[config.mk]
export PLATFORM = sky130hd
export DESIGN_NAME = fp_command_sequencer
export DESIGN_NICKNAME = d
export VERILOG_FILES = /design/src/rtl/fp_command_sequencer.sv
export SDC_FILE = /design/constraint.sdc
export NUM_CORES = 1
export LEC_CHECK = 0
export ABC_AREA = 1
export ABC_CLOCK_PERIOD_IN_PS = 1710
export BUFFER_PORTS_ARGS = -buffer_cell sky130_fd_sc_hd__buf_2
export CELL_PAD_IN_SITES_DETAIL_PLACEMENT = 1
export CELL_PAD_IN_SITES_GLOBAL_PLACEMENT = 1
export CORE_MARGIN = 2
export CORE_UTILIZATION = 31
export DETAILED_ROUTE_END_ITERATION = 8
export PLACE_DENSITY = 0.86
export SLEW_MARGIN = 5
export SYNTH_ARGS = -nofsm -noshare
export SYNTH_HDL_FRONTEND = slang
export SYNTH_SLANG_ARGS = --single-unit
[constraint.sdc]
create_clock -name clock -period 1.71 [get_ports clock]
set_clock_uncertainty 0.15 [all_clocks]
set_input_delay 0.342 -clock clock [delete_from_list [all_inputs] [get_ports clock]]
set_output_delay 0.342 -clock clock [all_outputs]
set_load 0.05 [all_outputs]
[src/rtl/fp_command_sequencer.sv]
// Front panel command sequencer for a PDP-8 style CPU.
// Accepts panel pulses only while IDLE and turns them into register loads,
// memory deposits, single-step windows and free-run windows.
// It also registers the display mux output and the link bit back to the panel.
module fp_command_sequencer #(
    parameter int unsigned WIDTH       = 12,
    parameter int unsigned DEP_TIMEOUT = 15
) (
    input  logic             clock,
    input  logic             reset,
    input  logic             loadpc,
    input  logic             loadac,
    input  logic             deposit,
    input  logic             step,
    input  logic             run,
    input  logic [WIDTH-1:0] swreg,
    input  logic [1:0]       dispsel,
    input  logic [WIDTH-1:0] pc_in,
    input  logic [WIDTH-1:0] ac_in,
    input  logic [WIDTH-1:0] ma_in,
    input  logic [WIDTH-1:0] mb_in,
    input  logic             link_in,
    input  logic             instr_done,
    input  logic             hlt_exec,
    input  logic             mem_ack,
    output logic             pc_load,
    output logic             ac_load,
    output logic [WIDTH-1:0] reg_data,
    output logic             pc_inc,
    output logic             mem_req,
    output logic [WIDTH-1:0] mem_addr,
    output logic [WIDTH-1:0] mem_wdata,
    output logic             cpu_enable,
    output logic             halt,
    output logic [WIDTH-1:0] dispout,
    output logic             linkout
);

    localparam int unsigned CNT_W = $clog2(DEP_TIMEOUT + 1);
    localparam logic [CNT_W-1:0] CNT_LAST = CNT_W'(DEP_TIMEOUT - 1);

    typedef enum logic [2:0] {
        IDLE,
        RUN,
        STEP,
        DEP_REQ,
        DEP_INC
    } state_t;

    state_t           state, state_next;
    logic [CNT_W-1:0] cnt, cnt_next;
    logic             pc_load_next, ac_load_next, pc_inc_next;
    logic             mem_req_next, cpu_enable_next, halt_next;
    logic [WIDTH-1:0] reg_data_next, mem_addr_next, mem_wdata_next, disp_next;

    // Next-state and next-output decode; outputs are registered from these.
    always_comb begin
        state_next      = state;
        cnt_next        = cnt;
        pc_load_next    = 1'b0;
        ac_load_next    = 1'b0;
        pc_inc_next     = 1'b0;
        mem_req_next    = 1'b0;
        cpu_enable_next = 1'b0;
        halt_next       = 1'b0;
        reg_data_next   = reg_data;
        mem_addr_next   = mem_addr;
        mem_wdata_next  = mem_wdata;

        case (state)
            IDLE: begin
                if (loadpc) begin
                    pc_load_next  = 1'b1;
                    reg_data_next = swreg;
                end else if (loadac) begin
                    ac_load_next  = 1'b1;
                    reg_data_next = swreg;
                end else if (deposit) begin
                    mem_addr_next  = pc_in;
                    mem_wdata_next = swreg;
                    cnt_next       = '0;
                    mem_req_next   = 1'b1;
                    state_next     = DEP_REQ;
                end else if (step) begin
                    cpu_enable_next = 1'b1;
                    state_next      = STEP;
                end else if (run) begin
                    cpu_enable_next = 1'b1;
                    state_next      = RUN;
                end
            end
            DEP_REQ: begin
                // An ack on the final timeout cycle still wins.
                if (mem_ack) begin
                    pc_inc_next = 1'b1;
                    state_next  = DEP_INC;
                end else if (cnt == CNT_LAST) begin
                    state_next = IDLE;
                end else begin
                    cnt_next     = cnt + CNT_W'(1);
                    mem_req_next = 1'b1;
                end
            end
            DEP_INC: begin
                state_next = IDLE;
            end
            STEP: begin
                if (instr_done) begin
                    state_next = IDLE;
                end else begin
                    cpu_enable_next = 1'b1;
                end
            end
            RUN: begin
                // Leave only on an instruction boundary.
                if (instr_done && (hlt_exec || !run)) begin
                    halt_next  = 1'b1;
                    state_next = IDLE;
                end else begin
                    cpu_enable_next = 1'b1;
                end
            end
            default: begin
                state_next = IDLE;
            end
        endcase
    end

    // Display mux selection.
    always_comb begin
        disp_next = pc_in;
        case (dispsel)
            2'b00:   disp_next = pc_in;
            2'b01:   disp_next = ac_in;
            2'b10:   disp_next = ma_in;
            default: disp_next = mb_in;
        endcase
    end

    // State, counter and output registers.
    always_ff @(posedge clock) begin
        if (reset) begin
            state      <= IDLE;
            cnt        <= '0;
            pc_load    <= 1'b0;
            ac_load    <= 1'b0;
            pc_inc     <= 1'b0;
            mem_req    <= 1'b0;
            cpu_enable <= 1'b0;
            halt       <= 1'b0;
            reg_data   <= '0;
            mem_addr   <= '0;
            mem_wdata  <= '0;
            dispout    <= '0;
            linkout    <= 1'b0;
        end else begin
            state      <= state_next;
            cnt        <= cnt_next;
            pc_load    <= pc_load_next;
            ac_load    <= ac_load_next;
            pc_inc     <= pc_inc_next;
            mem_req    <= mem_req_next;
            cpu_enable <= cpu_enable_next;
            halt       <= halt_next;
            reg_data   <= reg_data_next;
            mem_addr   <= mem_addr_next;
            mem_wdata  <= mem_wdata_next;
            dispout    <= disp_next;
            linkout    <= link_in;
        end
    end

endmodule

# --- Word-level counts from Yosys, hierarchy flattened ---
# Cells that the tools add are included.
classes:
  n_reduce_logical: 15
  n_shift: 0
  n_lt_le_gt_ge: 0
  n_mul: 0
  bitwise_logic: 5
  addsub: 1
  n_div: 0
  muxes: 37
  eq_ne: 15
ops:
  columns: ["operator", "n"]
  rows:
  - ["$pmux 12 s3", 1]
  - ["$mux 3", 9]
  - ["$mux 12", 2]
  - ["$mux 4", 5]
  - ["$mux 1", 16]
  - ["$ne 2x2->1 const B", 7]
  - ["$pmux 3 s4", 1]
  - ["$reduce_and 6->1", 2]
  - ["$pmux 4 s2", 1]
  - ["$eq 3x2->1 const B", 2]
  - ["$reduce_or 2->1", 3]
  - ["$not 1->1", 5]
  - ["$add 4x1->4 const B", 1]
  - ["$eq 4x4->1 const B", 1]
  - ["$ne 4x4->1 const B", 1]
  - ["$reduce_and 4->1", 1]
  - ["$reduce_bool 2->1", 2]
  - ["$eq 3x1->1 const B", 1]
  - ["$logic_not 3->1", 1]
  - ["$ne 3x3->1 const B", 1]
  - ["$pmux 1 s3", 1]
  - ["$reduce_or 3->1", 1]
  - ["$eq 2x1->1 const B", 1]
  - ["$eq 2x2->1 const B", 1]
  - ["other kinds (6)", 6]
totals:
  register_bits: 62
  output_inout_bits: 55
  mem_bits_ro: 0
  latchBits: 0
  ram_bits: 0
  inputBits: 73
  memories: 0

# --- Longest topological paths before layout ---
logic_depth:
  depth_word: 6
  depth_mapped: 8

# --- Worst setup path before layout ---
# OpenSTA, ideal clock, no wires.
synth_timing:
  kind: "input port to flip-flop"
  startpoint: "input loadac"
  endpoint: "register cnt[0]"
  slack_ns: 0.368
  setup_time_ns: 0.115
  arrival_time_ns: 1.077
  required_time_ns: 1.445
  path_stages: 8
  path_cell_list: "nor2_1 nand2_2 nor2_8 inv_4 nand2_4 inv_2 a21oi_1 nor2_1"
synth_between:
  elab_chain_len: 2
synth_lines:
  columns: ["item", "line_no", "text"]
  rows:
  - ["start: declaration", "12", "input logic loadac,"]
  - ["$ne 2x2->1 (no source line)", null, null]
  - ["$reduce_and 6->1 (no source line)", null, null]
  - ["end signal: assignment", "158", "cnt <= cnt_next;"]
  - ["end: declaration", "51", "logic [CNT_W-1:0] cnt, cnt_next;"]
# Every way passes these cells.
# A chain may end at the register's enable or synchronous reset.

# --- Worst setup path in the final report ---
layout_timing:
  startpoint: "register state[1]"
  endpoint: "register cnt[2]"
layout_between:
  elab_chain_len: 3
layout_lines:
  columns: ["item", "line_no", "text"]
  rows:
  - ["start: declaration", "50", "state_t state, state_next;"]
  - ["start signal: assignment", "157", "state <= state_next;"]
  - ["$eq 3x2->1 or $logic_not 3->1 (tied branches)", "70", "case (state)"]
  - ["$ne 2x2->1 (no source line) or $reduce_bool 2->1 (tied branches)", null, null]
  - ["$reduce_and 6->1 (no source line)", null, null]
# Several ways; a longest one is shown, not always the timed one.

==> impl_table.tex <==
\begin{tabular}{lr}
\hline
Metric & Value \\
\hline
\multicolumn{2}{l}{\textbf{Finish}} \\
\quad Share of post-route cells with drive strength above 1 & 0.329 \\
\quad Most common cell after layout, fill and taps aside & buf\_2 \\
\quad Layout overhead on the synthesized area & 37.6\% \\
\quad Net total in the final layout & 560 \\
\quad Filler Cells Inserted & 1079 \\
\quad Post-Layout Cell Count & 595 \\
\quad Top library cells by usage in the layout, fill and taps aside & 127 x buf\_2, 89 x nand2\_1, 69 x nor2\_1 \\
\quad Antenna Diode Count & 0 \\
\quad Cell area after layout & 0.00355 mm2 \\
\multicolumn{2}{l}{\textbf{Floorplan}} \\
\quad Floorplan core area & 0.00813 mm2 \\
\quad Die height & 95.2 um \\
\quad Chip width & 95.2 um \\
\quad Starting Density & 0.317 \\
\quad Area of the die & 0.00907 mm2 \\
\quad Number of standard-cell rows in the floorplan & 33 \\
\quad Number of top-level design ports & 128 \\
\multicolumn{2}{l}{\textbf{Timing}} \\
\quad Achievable clock frequency & 0.668 GHz \\
\quad Final max-slew violation count & 0 \\
\quad Final setup TNS & 0 ps \\
\quad Setup repair after global routing missed its margin & false \\
\quad Fin. Hold Viols & 0 \\
\quad Post-route clock period utilization & 0.876 \\
\quad Final Critical Period & 1500 ps \\
\quad Worst path setup slack after routing & 212 ps \\
\quad Final setup viols & 0 \\
\quad Actual slew at the worst max-slew pin & 783 ps \\
\quad Final-layout worst hold slack & 64.3 ps \\
\quad Headroom to the max-slew limit & 0.476 \\
\multicolumn{2}{l}{\textbf{Critical path}} \\
\quad Start point of the critical path & state[1] \\
\quad Data arrival at the endpoint of the critical path & 1580 ps \\
\quad Critical register-to-register path startpoint & state[1] \\
\quad Most used cell, CP & nand2\_4 \\
\quad Highest fanout seen on the critical path & 25 \\
\quad Critical path's slowest cell & dfxtp\_1 \\
\quad Element type at the critical path end & flop \\
\quad CP bufs+invs & 2 \\
\quad Family with the most delay on the worst path & flip-flops \\
\quad Required time of the critical path & 1790 ps \\
\quad Delay of the slowest cell on the worst path & 380 ps \\
\quad Critical path cell sequence & inv\_1 > nand2\_4 > nor2\_8 > inv\_4 > nand2\_4 > a21oi\_1 > nor2\_1 \\
\quad Crit path launch type & flop \\
\quad Worst Setup Path Type & flop to flop \\
\multicolumn{2}{l}{\textbf{Pwr}} \\
\quad Total power density per cell area & 1420 mW/mm2 \\
\quad Clock power share & 0.314 \\
\quad Power spent charging and discharging nets & 1970 uW \\
\quad Cell-internal power & 3090 uW \\
\quad IR Drop Worst-Case VDD & 0.789 mV \\
\quad Flop pwr share & 0.353 \\
\quad Static power due to leakage & 0.00191 uW \\
\quad Logic pwr share & 0.334 \\
\quad Switching share of power & 0.389 \\
\multicolumn{2}{l}{\textbf{Place}} \\
\quad IO buf count & 127 \\
\quad Detailed placement HPWL & 6340 um \\
\quad Post-place setup slack & 29.9 ps \\
\quad Cell area after placement & 0.00330 mm2 \\
\quad Cell count after placement & 579 \\
\quad Weighted congestion at the end of routability-driven global placement & 0.789 \\
\multicolumn{2}{l}{\textbf{Detailed routing}} \\
\quad Routed wire length per instance & 14.0 um \\
\quad Violation count after the first detailed-routing iteration & 35 \\
\quad Router iterations before antenna repair & 4 \\
\quad Vias per Instance & 4.65 \\
\quad Wirelength, routed & 8320 um \\
\quad Count of vias placed by the detailed router & 2764 \\
\quad Number of nets with antenna violations after routing & 0 \\
\quad Number of DRC violations after detailed routing & 0 \\
\multicolumn{2}{l}{\textbf{Yosys}} \\
\quad Warnings, synthesis & 0 \\
\quad Sequential area share after synthesis & 0.481 \\
\quad Cell count after synthesis & 358 \\
\quad Proportion of register bits with asynchronous set or reset after synthesis & 0 \\
\quad Synthesized flop and latch total & 62 \\
\quad Net count after synthesis & 433 \\
\quad Synth Area per Inst & 7.21 um2 \\
\quad Unique cell type count in the Yosys netlist & 26 \\
\quad Main synth FF type & dfxtp\_1 \\
\quad Count of flip-flops with a built-in enable after synthesis & 0 \\
\quad Cell area after technology mapping & 0.00258 mm2 \\
\multicolumn{2}{l}{\textbf{Global routing}} \\
\quad Largest net degree at the start of global routing & 39 \\
\quad Antenna violations before repair & 0 \\
\quad Global-route wire length before repair & 13000 um \\
\quad GRT Residual Overflow & 0 \\
\quad Overall fraction of global-route tracks in use & 0.185 \\
\quad Vias in the first global route & 2725 \\
\multicolumn{2}{l}{\textbf{Clock tree}} \\
\quad Clock sinks & 62 \\
\quad Quantity of gates resized following cts & 0 \\
\quad Clock tree root driver cell & clkbuf\_8 \\
\quad Clk Latency, worst-skew pair & 330 ps \\
\quad Post-CTS setup buffer count & 0 \\
\quad Clock tree from TritonCTS & built \\
\quad Register clock-pin slew on the reported worst setup and hold paths & 70 ps \\
\quad Clock tree buffer depth & 2 \\
\quad Hold-fix buffer count after cts & 0 \\
\quad H-tree lvl count & 3 \\
\quad Clock buffers created by TritonCTS & 9 \\
\multicolumn{2}{l}{\textbf{Hold path}} \\
\quad Type of the worst min-delay path & input pin to flop \\
\quad Startpoint of the lowest-slack hold path & link\_in \\
\multicolumn{2}{l}{\textbf{Status}} \\
\quad Status & completed \\
\multicolumn{2}{l}{\textbf{Flow run}} \\
\quad Maximum Capacitance Violations & 0 \\
\hline
\end{tabular}
## metrics by stage
step           power, uW  utilization
6_report            5060        0.437
3_5_place_dp        3510        0.406
4_1_cts             5120        0.437
5_1_grt             5360        0.437
3_3_place_gp        3460        0.406
2_1_floorplan       3060            -
## worst min-delay path, delay by kind of cell
family | cells | cell delay (ps)
buffers and inverters | 2 | 140
AND/OR/NAND/NOR | 1 | 30
## flip-flops by register name (all words and copies together) (netlist names), 3 cells and up
register and cells:
cnt 4, dispout 12, reg_data 12, mem_addr 12, mem_wdata 12, state 3
## routing by layer
metal | wire (um) | track usage | part of all wire | vias up
met5 | 0 | 0 | 0 | -
met4 | 91 | 0.0652 | 0.011 | 0
li1 | - | - | - | 1392
met1 | 3540 | 0.214 | 0.43 | 1264
met3 | 748 | 0.0530 | 0.090 | 9
met2 | 3940 | 0.326 | 0.47 | 99
## power groups by stage
stage	clock network [uW]	registers (uW)	logic, uW
5_1_grt	1710	1810	1840
2_1_floorplan	0	2470	597
4_1_cts	1630	1780	1710
3_3_place_gp	0	1800	1650
3_5_place_dp	0	1810	1700
6_report	1590	1780	1690
## worst paths after layout
path	end	slack, ps	cells past startpoint
max	cnt[2]	210	7
min	linkout	60	3
max reg2reg	cnt[2]	210	7
min reg2reg	reg_data[4]	310	2
## logic make-up (layout without fill, tap and decap cells)
| logic type | Yosys count | in the layout | synth area share |
|---|---|---|---|
| and+or+nand+nor | 197 | 197 | 0.328 |
| DFF | 62 | 62 | 0.481 |
| buffers and inverters | 49 | 181 | 0.0863 |
| AOI/OAI and AO/OA | 48 | 48 | 0.0946 |
| adders and majority gates | 2 | 2 | 0.00970 |
## cells in the mapped netlist (2+ instances only)
library cell	count	area (um2)
buf_4	4	30.0
nor3_1	2	10.0
nor2_1	69	259
nand2_1	89	334
nand3_2	2	20.0
clkbuf_1	5	18.8
inv_2	3	11.3
buf_6	2	22.5
buf_2	5	25.0
nand4_1	12	75.1
dfxtp_1	62	1240
ha_1	2	25.0
inv_1	28	105
a21oi_1	18	90.1
o21ai_0	26	130
o21ai_1	3	15.0
nand2_4	2	22.5
nand3_1	16	80.1
## layout make-up
cell class              count  area (um2)  share of cell area
clock buffers              10         138              0.0388
clock inverters             6         109              0.0307
inverters                  32         123              0.0345
multi-input cells         247        1120               0.314
flip-flops and latches     62        1240               0.350
well taps                 105         131              0.0370
repair buffers            133         693               0.195
Power figures use the tool's default switching activity.
